$ cat config.mk
export PLATFORM = sky130hd
export DESIGN_NAME = ps2_keyboard_fsm_flat
export DESIGN_NICKNAME = d
export VERILOG_FILES = /design/src/rtl/ps2_keyboard_fsm_if.sv /design/src/rtl/ps2_keyboard_fsm.sv /design/src/flat_wrapper.sv
export SDC_FILE = /design/constraint.sdc
export NUM_CORES = 1
export LEC_CHECK = 0
export ABC_AREA = 1
export BUFFER_PORTS_ARGS = -buffer_cell sky130_fd_sc_hd__buf_2
export CORE_MARGIN = 2
export CORE_UTILIZATION = 24
export CTS_CLUSTER_SIZE = 14
export DETAILED_ROUTE_END_ITERATION = 10
export PLACE_DENSITY = 0.35
export SLEW_MARGIN = 20
export SYNTH_ARGS = -nofsm -noshare
export SYNTH_HDL_FRONTEND = slang
export SYNTH_SLANG_ARGS = --single-unit
export TNS_END_PERCENT = 10
$ cat constraint.sdc
create_clock -name clk -period 2.3 [get_ports clk]
set_input_delay 0 -clock clk [delete_from_list [all_inputs] [get_ports clk]]
set_output_delay 0 -clock clk [all_outputs]
set_load 0.1 [all_outputs]
$ cat src/rtl/ps2_keyboard_fsm_if.sv
// ---------------------------------------------------------------------------
// ps2_keyboard_fsm_if
//
// Bundles the PS/2 keyboard lines together with the decoded key output.
//
// Signals:
//   ps2_clk  - keyboard clock line. The receiver only reads it and never
//              drives it, so on the board it stays high-Z from our side.
//   ps2_data - keyboard data line. Read only, never driven by the receiver.
//   ascii    - ASCII code of the currently held key, produced by the receiver.
//
// Modports:
//   master - keyboard side: drives the PS/2 lines and observes ascii.
//   slave  - receiver side: reads the PS/2 lines and drives ascii.
// ---------------------------------------------------------------------------
interface ps2_keyboard_fsm_if;
    logic       ps2_clk;
    logic       ps2_data;
    logic [7:0] ascii;

    modport master (
        output ps2_clk,
        output ps2_data,
        input  ascii
    );

    modport slave (
        input  ps2_clk,
        input  ps2_data,
        output ascii
    );
endinterface

$ cat src/rtl/ps2_keyboard_fsm.sv
// ---------------------------------------------------------------------------
// ps2_keyboard_fsm
//
// PS/2 keyboard receiver and Set-2 scan-code decoder. Synchronises the
// keyboard lines into the clk domain, assembles 11-bit frames, checks them,
// tracks make/break/extended sequences and presents the ASCII code of the
// most recently pressed, still-held key as a registered level.
//
// Parameters:
//   IDLE_CODE - value on ascii while no key is held.
//   TIMEOUT   - clk cycles without a ps2_clk falling edge after which a
//               partially received frame is thrown away.
//
// Ports:
//   clk  - 50 MHz system clock; the only clock domain.
//   rst  - asynchronous reset, active low.
//   ps2  - interface (slave modport): ps2_clk / ps2_data read only,
//          ascii = held key's ASCII, IDLE_CODE when idle, 8'h00 when an
//          unmapped key is held.
// ---------------------------------------------------------------------------
module ps2_keyboard_fsm #(
    parameter logic [7:0]  IDLE_CODE = 8'h31,
    parameter int unsigned TIMEOUT   = 50000
) (
    input  logic               clk,
    input  logic               rst,
    ps2_keyboard_fsm_if.slave  ps2
);

    localparam int TW = $clog2(TIMEOUT + 1);

    typedef enum logic [2:0] {
        IDLE,
        HELD,
        BRK,
        EXT,
        EXT_BRK
    } state_t;

    logic          ps2_clk_s1, ps2_clk_s2, ps2_clk_s3;
    logic          ps2_data_s1, ps2_data_s2;
    logic          clk_fall;
    logic [3:0]    bit_cnt;
    logic [9:0]    shift_reg;
    logic [TW-1:0] timeout_cnt;
    logic          frame_ok;
    logic          byte_valid;
    logic [7:0]    rx_byte;

    state_t        state, state_next;
    logic [7:0]    held_code, held_code_next;
    logic          held_valid, held_valid_next;
    logic [7:0]    ascii_q, ascii_next;

    // Set-2 make code to ASCII. Letters come out as uppercase, Enter as CR,
    // everything else as 0 so the game can tell "some other key" from idle.
    function automatic logic [7:0] key_map(input logic [7:0] code);
        logic [7:0] result;
        case (code)
            8'h1C: result = 8'h41;
            8'h32: result = 8'h42;
            8'h21: result = 8'h43;
            8'h23: result = 8'h44;
            8'h24: result = 8'h45;
            8'h2B: result = 8'h46;
            8'h34: result = 8'h47;
            8'h33: result = 8'h48;
            8'h43: result = 8'h49;
            8'h3B: result = 8'h4A;
            8'h42: result = 8'h4B;
            8'h4B: result = 8'h4C;
            8'h3A: result = 8'h4D;
            8'h31: result = 8'h4E;
            8'h44: result = 8'h4F;
            8'h4D: result = 8'h50;
            8'h15: result = 8'h51;
            8'h2D: result = 8'h52;
            8'h1B: result = 8'h53;
            8'h2C: result = 8'h54;
            8'h3C: result = 8'h55;
            8'h2A: result = 8'h56;
            8'h1D: result = 8'h57;
            8'h22: result = 8'h58;
            8'h35: result = 8'h59;
            8'h1A: result = 8'h5A;
            8'h5A: result = 8'h0D;
            default: result = 8'h00;
        endcase
        return result;
    endfunction

    // The third clock-line register only exists to spot a 1->0 step of the
    // already synchronised keyboard clock.
    assign clk_fall = ps2_clk_s3 & ~ps2_clk_s2;

    // On the eleventh edge the shift register holds start in bit 0, data in
    // bits 8:1 and parity in bit 9; the stop bit is still on the data line.
    assign frame_ok = ~shift_reg[0] & ps2_data_s2 & (^shift_reg[9:1]);

    // Synchronisers, frame assembly and the stall timeout. A good frame
    // raises byte_valid for one cycle with the data byte in rx_byte; a bad
    // one just clears the assembly state so the decoder never sees it.
    // The timeout only runs while a frame is in progress.
    always_ff @(posedge clk or negedge rst) begin
        if (!rst) begin
            ps2_clk_s1  <= 1'b1;
            ps2_clk_s2  <= 1'b1;
            ps2_clk_s3  <= 1'b1;
            ps2_data_s1 <= 1'b1;
            ps2_data_s2 <= 1'b1;
            bit_cnt     <= '0;
            shift_reg   <= '0;
            timeout_cnt <= '0;
            byte_valid  <= 1'b0;
            rx_byte     <= '0;
        end else begin
            ps2_clk_s1  <= ps2.ps2_clk;
            ps2_clk_s2  <= ps2_clk_s1;
            ps2_clk_s3  <= ps2_clk_s2;
            ps2_data_s1 <= ps2.ps2_data;
            ps2_data_s2 <= ps2_data_s1;
            byte_valid  <= 1'b0;
            if (clk_fall) begin
                timeout_cnt <= '0;
                if (bit_cnt == 4'd10) begin
                    bit_cnt   <= '0;
                    shift_reg <= '0;
                    if (frame_ok) begin
                        byte_valid <= 1'b1;
                        rx_byte    <= shift_reg[8:1];
                    end
                end else begin
                    shift_reg <= {ps2_data_s2, shift_reg[9:1]};
                    bit_cnt   <= bit_cnt + 4'd1;
                end
            end else if (bit_cnt != 4'd0) begin
                if (timeout_cnt == TW'(TIMEOUT - 1)) begin
                    bit_cnt     <= '0;
                    shift_reg   <= '0;
                    timeout_cnt <= '0;
                end else begin
                    timeout_cnt <= timeout_cnt + 1'b1;
                end
            end
        end
    end

    // Decoder state register together with the remembered held key and the
    // registered ascii output.
    always_ff @(posedge clk or negedge rst) begin
        if (!rst) begin
            state      <= IDLE;
            held_code  <= '0;
            held_valid <= 1'b0;
            ascii_q    <= IDLE_CODE;
        end else begin
            state      <= state_next;
            held_code  <= held_code_next;
            held_valid <= held_valid_next;
            ascii_q    <= ascii_next;
        end
    end

    // Make/break decoding. held_valid tells prefix states whether to fall
    // back to HELD or IDLE once the sequence is consumed. Only a break of the
    // most recently made key releases it, so rollover leaves the newest key
    // on the output even when the older one is let go.
    always_comb begin
        state_next      = state;
        held_code_next  = held_code;
        held_valid_next = held_valid;
        ascii_next      = ascii_q;
        if (byte_valid) begin
            case (state)
                IDLE, HELD: begin
                    if (rx_byte == 8'hE0) begin
                        state_next = EXT;
                    end else if (rx_byte == 8'hF0) begin
                        state_next = BRK;
                    end else begin
                        state_next      = HELD;
                        held_code_next  = rx_byte;
                        held_valid_next = 1'b1;
                        ascii_next      = key_map(rx_byte);
                    end
                end
                BRK: begin
                    if (held_valid && (rx_byte == held_code)) begin
                        state_next      = IDLE;
                        held_valid_next = 1'b0;
                        ascii_next      = IDLE_CODE;
                    end else begin
                        state_next = held_valid ? HELD : IDLE;
                    end
                end
                EXT: begin
                    if (rx_byte == 8'hF0) begin
                        state_next = EXT_BRK;
                    end else begin
                        state_next = held_valid ? HELD : IDLE;
                    end
                end
                EXT_BRK: begin
                    state_next = held_valid ? HELD : IDLE;
                end
                default: begin
                    state_next = IDLE;
                end
            endcase
        end
    end

    assign ps2.ascii = ascii_q;

endmodule

$ cat src/flat_wrapper.sv
// flat-port wrapper written by rule: the top's interface ports become plain ports
module ps2_keyboard_fsm_flat 
#(
    parameter logic [7:0]  IDLE_CODE = 8'h31,
    parameter int unsigned TIMEOUT   = 50000
)
  (clk, rst, ps2_ps2_clk, ps2_ps2_data, ps2_ascii);
  ps2_keyboard_fsm_if ps2_i ();
  input  logic clk;
  input  logic rst;
  input wire logic [$bits(ps2_i.ps2_clk)-1:0] ps2_ps2_clk;
  input wire logic [$bits(ps2_i.ps2_data)-1:0] ps2_ps2_data;
  output wire logic [$bits(ps2_i.ascii)-1:0] ps2_ascii;
  assign ps2_i.ps2_clk = ps2_ps2_clk;
  assign ps2_i.ps2_data = ps2_ps2_data;
  assign ps2_ascii = ps2_i.ascii;
  ps2_keyboard_fsm #(.IDLE_CODE(IDLE_CODE), .TIMEOUT(TIMEOUT)) u_core (.clk(clk), .rst(rst), .ps2(ps2_i));
endmodule
### Word-level counts from Yosys, hierarchy flattened

Memories as Yosys holds them, arrays and structs flattened.
Index checks and enable logic that the tools add are counted.

| cells by class | value |
|---|---|
| add/subtract/negate cells | 2 |
| equality and inequality tests | 12 |
| muxes and demuxes | 29 |
| bitwise logic cells | 7 |
| reductions and logical operators | 12 |

Operators with widths:

| kind | count |
|---|---|
| $mux W16 | 3 |
| $mux W10 | 4 |
| $mux W8 | 4 |
| $add A16 B1 Y16 const B | 1 |
| $eq A16 B16 Y1 const B | 1 |
| $eq A8 B8 Y1 const B | 2 |
| $mux W4 | 4 |
| $pmux W8 S2 | 1 |
| $pmux W3 S4 | 1 |
| $mux W3 | 3 |
| $reduce_xor A9 Y1 | 1 |
| $eq A8 B8 Y1 | 1 |
| $mux W1 | 7 |
| $eq A3 B2 Y1 const B | 2 |
| $reduce_bool A2 Y1 | 3 |
| $reduce_and A5 Y1 | 1 |
| $add A4 B1 Y4 const B | 1 |
| $eq A4 B4 Y1 const B | 1 |
| $ne A2 B2 Y1 const B | 2 |
| $not A1 Y1 | 4 |
| $reduce_and A4 Y1 | 1 |
| $reduce_bool A4 Y1 | 1 |
| $and A1 B1 Y1 | 3 |
| $eq A3 B1 Y1 const B | 1 |
| 9 further kinds | 9 |

| word-level totals | value |
|---|---|
| register bits after elaboration | 64 |
| bits in read-only memories | 768 |
| bits of input ports | 4 |
| output and inout port bits | 8 |
| word-level logic and storage cells | 77 |
| memories | 1 |

Memory list:

| name | depth | width | read ports | clocked after memory_dff | write ports | RTL line | source |
|---|---|---|---|---|---|---|---|
| (name not given) | 128 | 6 | 1 | 0 | 0 | ps2_keyboard_fsm.sv:59 | `case (code)` |

### Logic depth before layout (Yosys ltp)

| depth | value |
|---|---|
| word-level depth | 6 |
| gate-level depth with buffers | 14 |
| mapped depth without buffers | 14 |

### Worst setup path after synthesis

OpenSTA, ideal clock, no wires.

| timing | value |
|---|---|
| path type | reg2reg |
| start point | reg u_core.rx_byte[1] |
| end point | reg u_core.held_code[1] |
| setup time | 0.131 ns |
| data arrival time | 1.466 ns |
| required time | 2.169 ns |
| path slack | 0.704 ns |
| stages on the path, launching flop included | 9 |
| buffers on the path | 1 |
| period minus slack after synthesis | 1.596 ns |
| path through | dfrtp_1 -> inv_1 -> ha_1 -> nand2_1 -> nor2_2 -> nand2_1 -> nand2_2 -> buf_4 -> o21ai_0 |

| on the way | value |
|---|---|
| word-level cells in the longest chain between the ends | 3 |
| elaborated cells between the ends (all ways) | 5 |
| those cells by class | 2 x eq/ne; 2 x bitwise; 1 x reduce/logical |

RTL lines:

| item | RTL line | source |
|---|---|---|
| start: declaration | ps2_keyboard_fsm.sv:48 | `logic [7:0] rx_byte;` |
| start signal: assignment | ps2_keyboard_fsm.sv:130 | `rx_byte <= shift_reg[8:1];` |
| $eq A8 B8 Y1, on equally long branches | ps2_keyboard_fsm.sv:176, ps2_keyboard_fsm.sv:178 |  |
| $not A1 Y1 (no line) | -- |  |
| $reduce_and A4 Y1 (no line) | -- |  |
| end signal: assignment | ps2_keyboard_fsm.sv:158 | `held_code <= held_code_next;` |
| end: declaration | ps2_keyboard_fsm.sv:51 | `logic [7:0] held_code, held_code_next;` |

Several ways; a longest one is shown, not always the timed one.
A chain may end at the register's enable or synchronous reset.

### Worst setup path after layout

| timing | value |
|---|---|
| start point | reg u_core.rx_byte[1] |
| end point | reg u_core.held_code[0] |

| on the way | value |
|---|---|
| word-level cells in the longest chain between the ends | 3 |
| elaborated cells between the ends (all ways) | 5 |
| those cells by class | 2 x eq/ne; 2 x bitwise; 1 x reduce/logical |

RTL lines:

| item | RTL line |
|---|---|
| $eq A8 B8 Y1, on equally long branches | ps2_keyboard_fsm.sv:176, ps2_keyboard_fsm.sv:178 |
| $not A1 Y1 (no line) | -- |
| $reduce_and A4 Y1 (no line) * | -- |

Mark *: on every way between the ends. The rest lies on a longest branch, timed or not.

==> out/summary.txt <==
status: completed
Area Overhead vs Synth: 16.1%
CP Capture Type: flop
Overall Global Routing Usage: 12.3%
share of layout cells above drive strength 1: 13.8%
number of top-level pins: 12
# nets final: 559
maxcap violations: 0
placed inst area: 4140 um2
Synth Cell Area: 3850 um2
Die X: 131 um
Yosys top cell area share: 35.8%
Synth cell types: 40
Worst VDD drop: 373 uV
main flop type after synthesis: dfrtp_1
Seq/Total Area, Yosys: 41.2%
slowest cell delay on critical path: 0.47 ns
final setup TNS: 0 ns
unrepaired setup endpoints after global routing: no
cell family with most CP delay: simple AND/OR/NAND/NOR gates
most frequent cells in the layout: nand2_1 (181), inv_1 (55), dfrtp_1 (55)
Rel. slew slack: 56.8%
PwrDens: 965 nW/um2
drt wl/cell: 12.3 um
Max H-tree Level: 3
Clock transition at path regs: 0.05 ns
Critical Path Source: u_core.rx_byte[1]
buffers added on ports: 10
critical path class: flop to flop
DP Wirelength: 6940 um
Routed WL: 9390 um
Cells after Synth: 525
syn_nets: 540
Pins Over Slew Limit: 0
final instance area: 4470 um2
CP startpoint kind: flop
Period minus WS final: 1.92 ns
worst-path fanout max: 15
initial antenna violation count: 0
total number of yosys warnings: 0
DRT iter0 DRCs: 265
synth top area cells: dfrtp_1 (36%), nand2_1 (18%), nand3_1 (6.1%), dfstp_2 (5.5%), inv_1 (5.4%)
RR Startpoint: u_core.rx_byte[1]
async set or reset register ratio after synthesis: 100%
first-pass GRT wire length: 16300 um
CTS sink cnt: 63
via count of the routed design: 3278
Leak: 2.18 nW
core footprint: 15800 um2
FMAX: 521 MHz
post-route ant nets: 0
# DRC: 0
CTS Root Cell: clkbuf_16
DR vias/cell: 4.28
syn_area_per_cell: 7.33 um2
number of global-route vias before repair: 3221
#FFs+latches synth: 63
number of fill cells in the layout: 1740
CTS buffer count: 9
worst clock skew: 0.00494 ns
commonest non-fill, non-tap cell in the layout: nand2_1
worst path arrival time: 2.16 ns
routability cong.: 0.813
CP Data Required Time: 2.54 ns
Bufs and invs on worst path: 2
clk_lat worst skew: 0.33 ns
Final Setup Violations: 0
Fin. Hold Viols: 0
std cell rows: 46
period utilization: 83.4%
cells along the critical path: inv_1 -> ha_1 -> nand2_1 -> nor2_2 -> nand2_1 -> nand2_2 -> buf_4 -> nand2_1 -> o21ai_0
CTS tree: yes
GR Overflow Total: 0
CTS Buffer Depth: 2
cell mode on critical path: nand2_1
ant diodes: 0
die height: 131 um
CP max stage cell: dfrtp_1
max reg flops: 16
Tightest Pin Transition: 0.648 ns
worst hold path class: input pin to async pin
die area: 17100 um2
Synth area leader: dfrtp_1
Detailed Routing Iterations Pass 1: 4
Initial Util: 24.4%
number of flops mapped to enable cells by yosys: 0
largest net degree at the start of global routing: 39
==> power breakdown <==
part	total, W	switching (W)	internal (W)
registers	0.00157	0.000239	0.00133
logic	0.00138	0.000938	0.000439
clock network	0.00137	0.000504	0.000861
total	0.00431	0.00168	0.00263
==> worst register-to-register path, cell delays in order (launching register included) <==
cell and delay, ns:
dfrtp_1 0.47, inv_1 0.23, ha_1 0.23, nand2_1 0.09
nor2_2 0.19, nand2_1 0.11, nand2_2 0.13, buf_4 0.22
nand2_1 0.07, o21ai_0 0.08
==> synth_stat cells, types with 2 or more instances <==
cell	number
o22ai_1	3
ha_1	11
xor2_1	4
nand2_4	2
nand2_2	12
nand4_1	11
nand2_1	181
inv_2	5
a31oi_1	2
inv_1	55
a21oi_1	13
buf_4	4
dfstp_2	8
o21ai_1	10
nor2_4	3
dfrtp_1	55
nor2_1	36
xnor2_1	5
buf_2	3
nor3_1	7
nor2_2	5
nand3_1	47
o21ai_0	25
nor3_4	2
==> area by class of cell <==
class / instances / area (um2) / share of cell area (%)
Sequential cell: 63 / 1590 / 35.5
Clock buffer: 10 / 239 / 5.35
Timing Repair Buffer: 17 / 123 / 2.74
Tap cell: 216 / 270 / 6.05
Inverter: 63 / 240 / 5.38
Clock inverter: 6 / 60.1 / 1.34
Multi-Input combinational cell: 390 / 1950 / 43.6
==> metal layers <==
metal  GRT usage [%]  up-vias  part of all wire, %
met3            3.22       10                  2.5
met2            19.3       27                   45
met4            4.13        0                  1.5
met5               0        -                    0
met1            16.5     1526                   51
li1                -     1715                    -
==> timing repair <==
item | in CTS | in global routing
buffers inserted | 0 | 0
hold endpoints to repair | 22 | 0
hold buffers | 3 | 0
gates resized for setup | 0 | 0
==> metrics by stage <==
stage                     worst slack [ns]  util, %  std cells  hold WS (ns)  total power, W
after global placement               0.388     26.2        746        0.0776         0.00297
after floorplan                      0.704        -        525        -0.296         0.00266
after global routing                 0.125     28.3        765         0.287         0.00466
final                                0.382     28.3        765         0.242         0.00431
after detailed placement             0.368     26.2        746        0.0784         0.00298
after CTS                            0.351     28.3        765         0.271         0.00439
==> path summary, 6_finish.rpt <==
kind / to / slack (ns) / cells after the start
worst max-delay path: u_core.held_code[0] / 0.38 / 9
worst max register to register: u_core.held_code[0] / 0.38 / 9
max in group asynchronous: u_core.ps2.ascii[5] / 1.35 / 3
worst min register to register: u_core.ps2_clk_s2 / 0.35 / 0
worst min-delay path: u_core.timeout_cnt[12] / 0.24 / 2
min in group clk: u_core.ps2_clk_s1 / 0.31 / 2
==> logic make-up after synthesis <==
| family | synth area share (%) |
|---|---|
| buffers and inverters | 8.10 |
| flip-flops | 41.2 |
| AO/OA/AOI/OAI | 7.97 |
| AND/OR/NAND/NOR | 37.0 |
| XOR/XNOR | 2.05 |
| other | 0.0975 |
| adder cells (fa/ha/maj) | 3.58 |
Power figures use the tool's default switching activity.
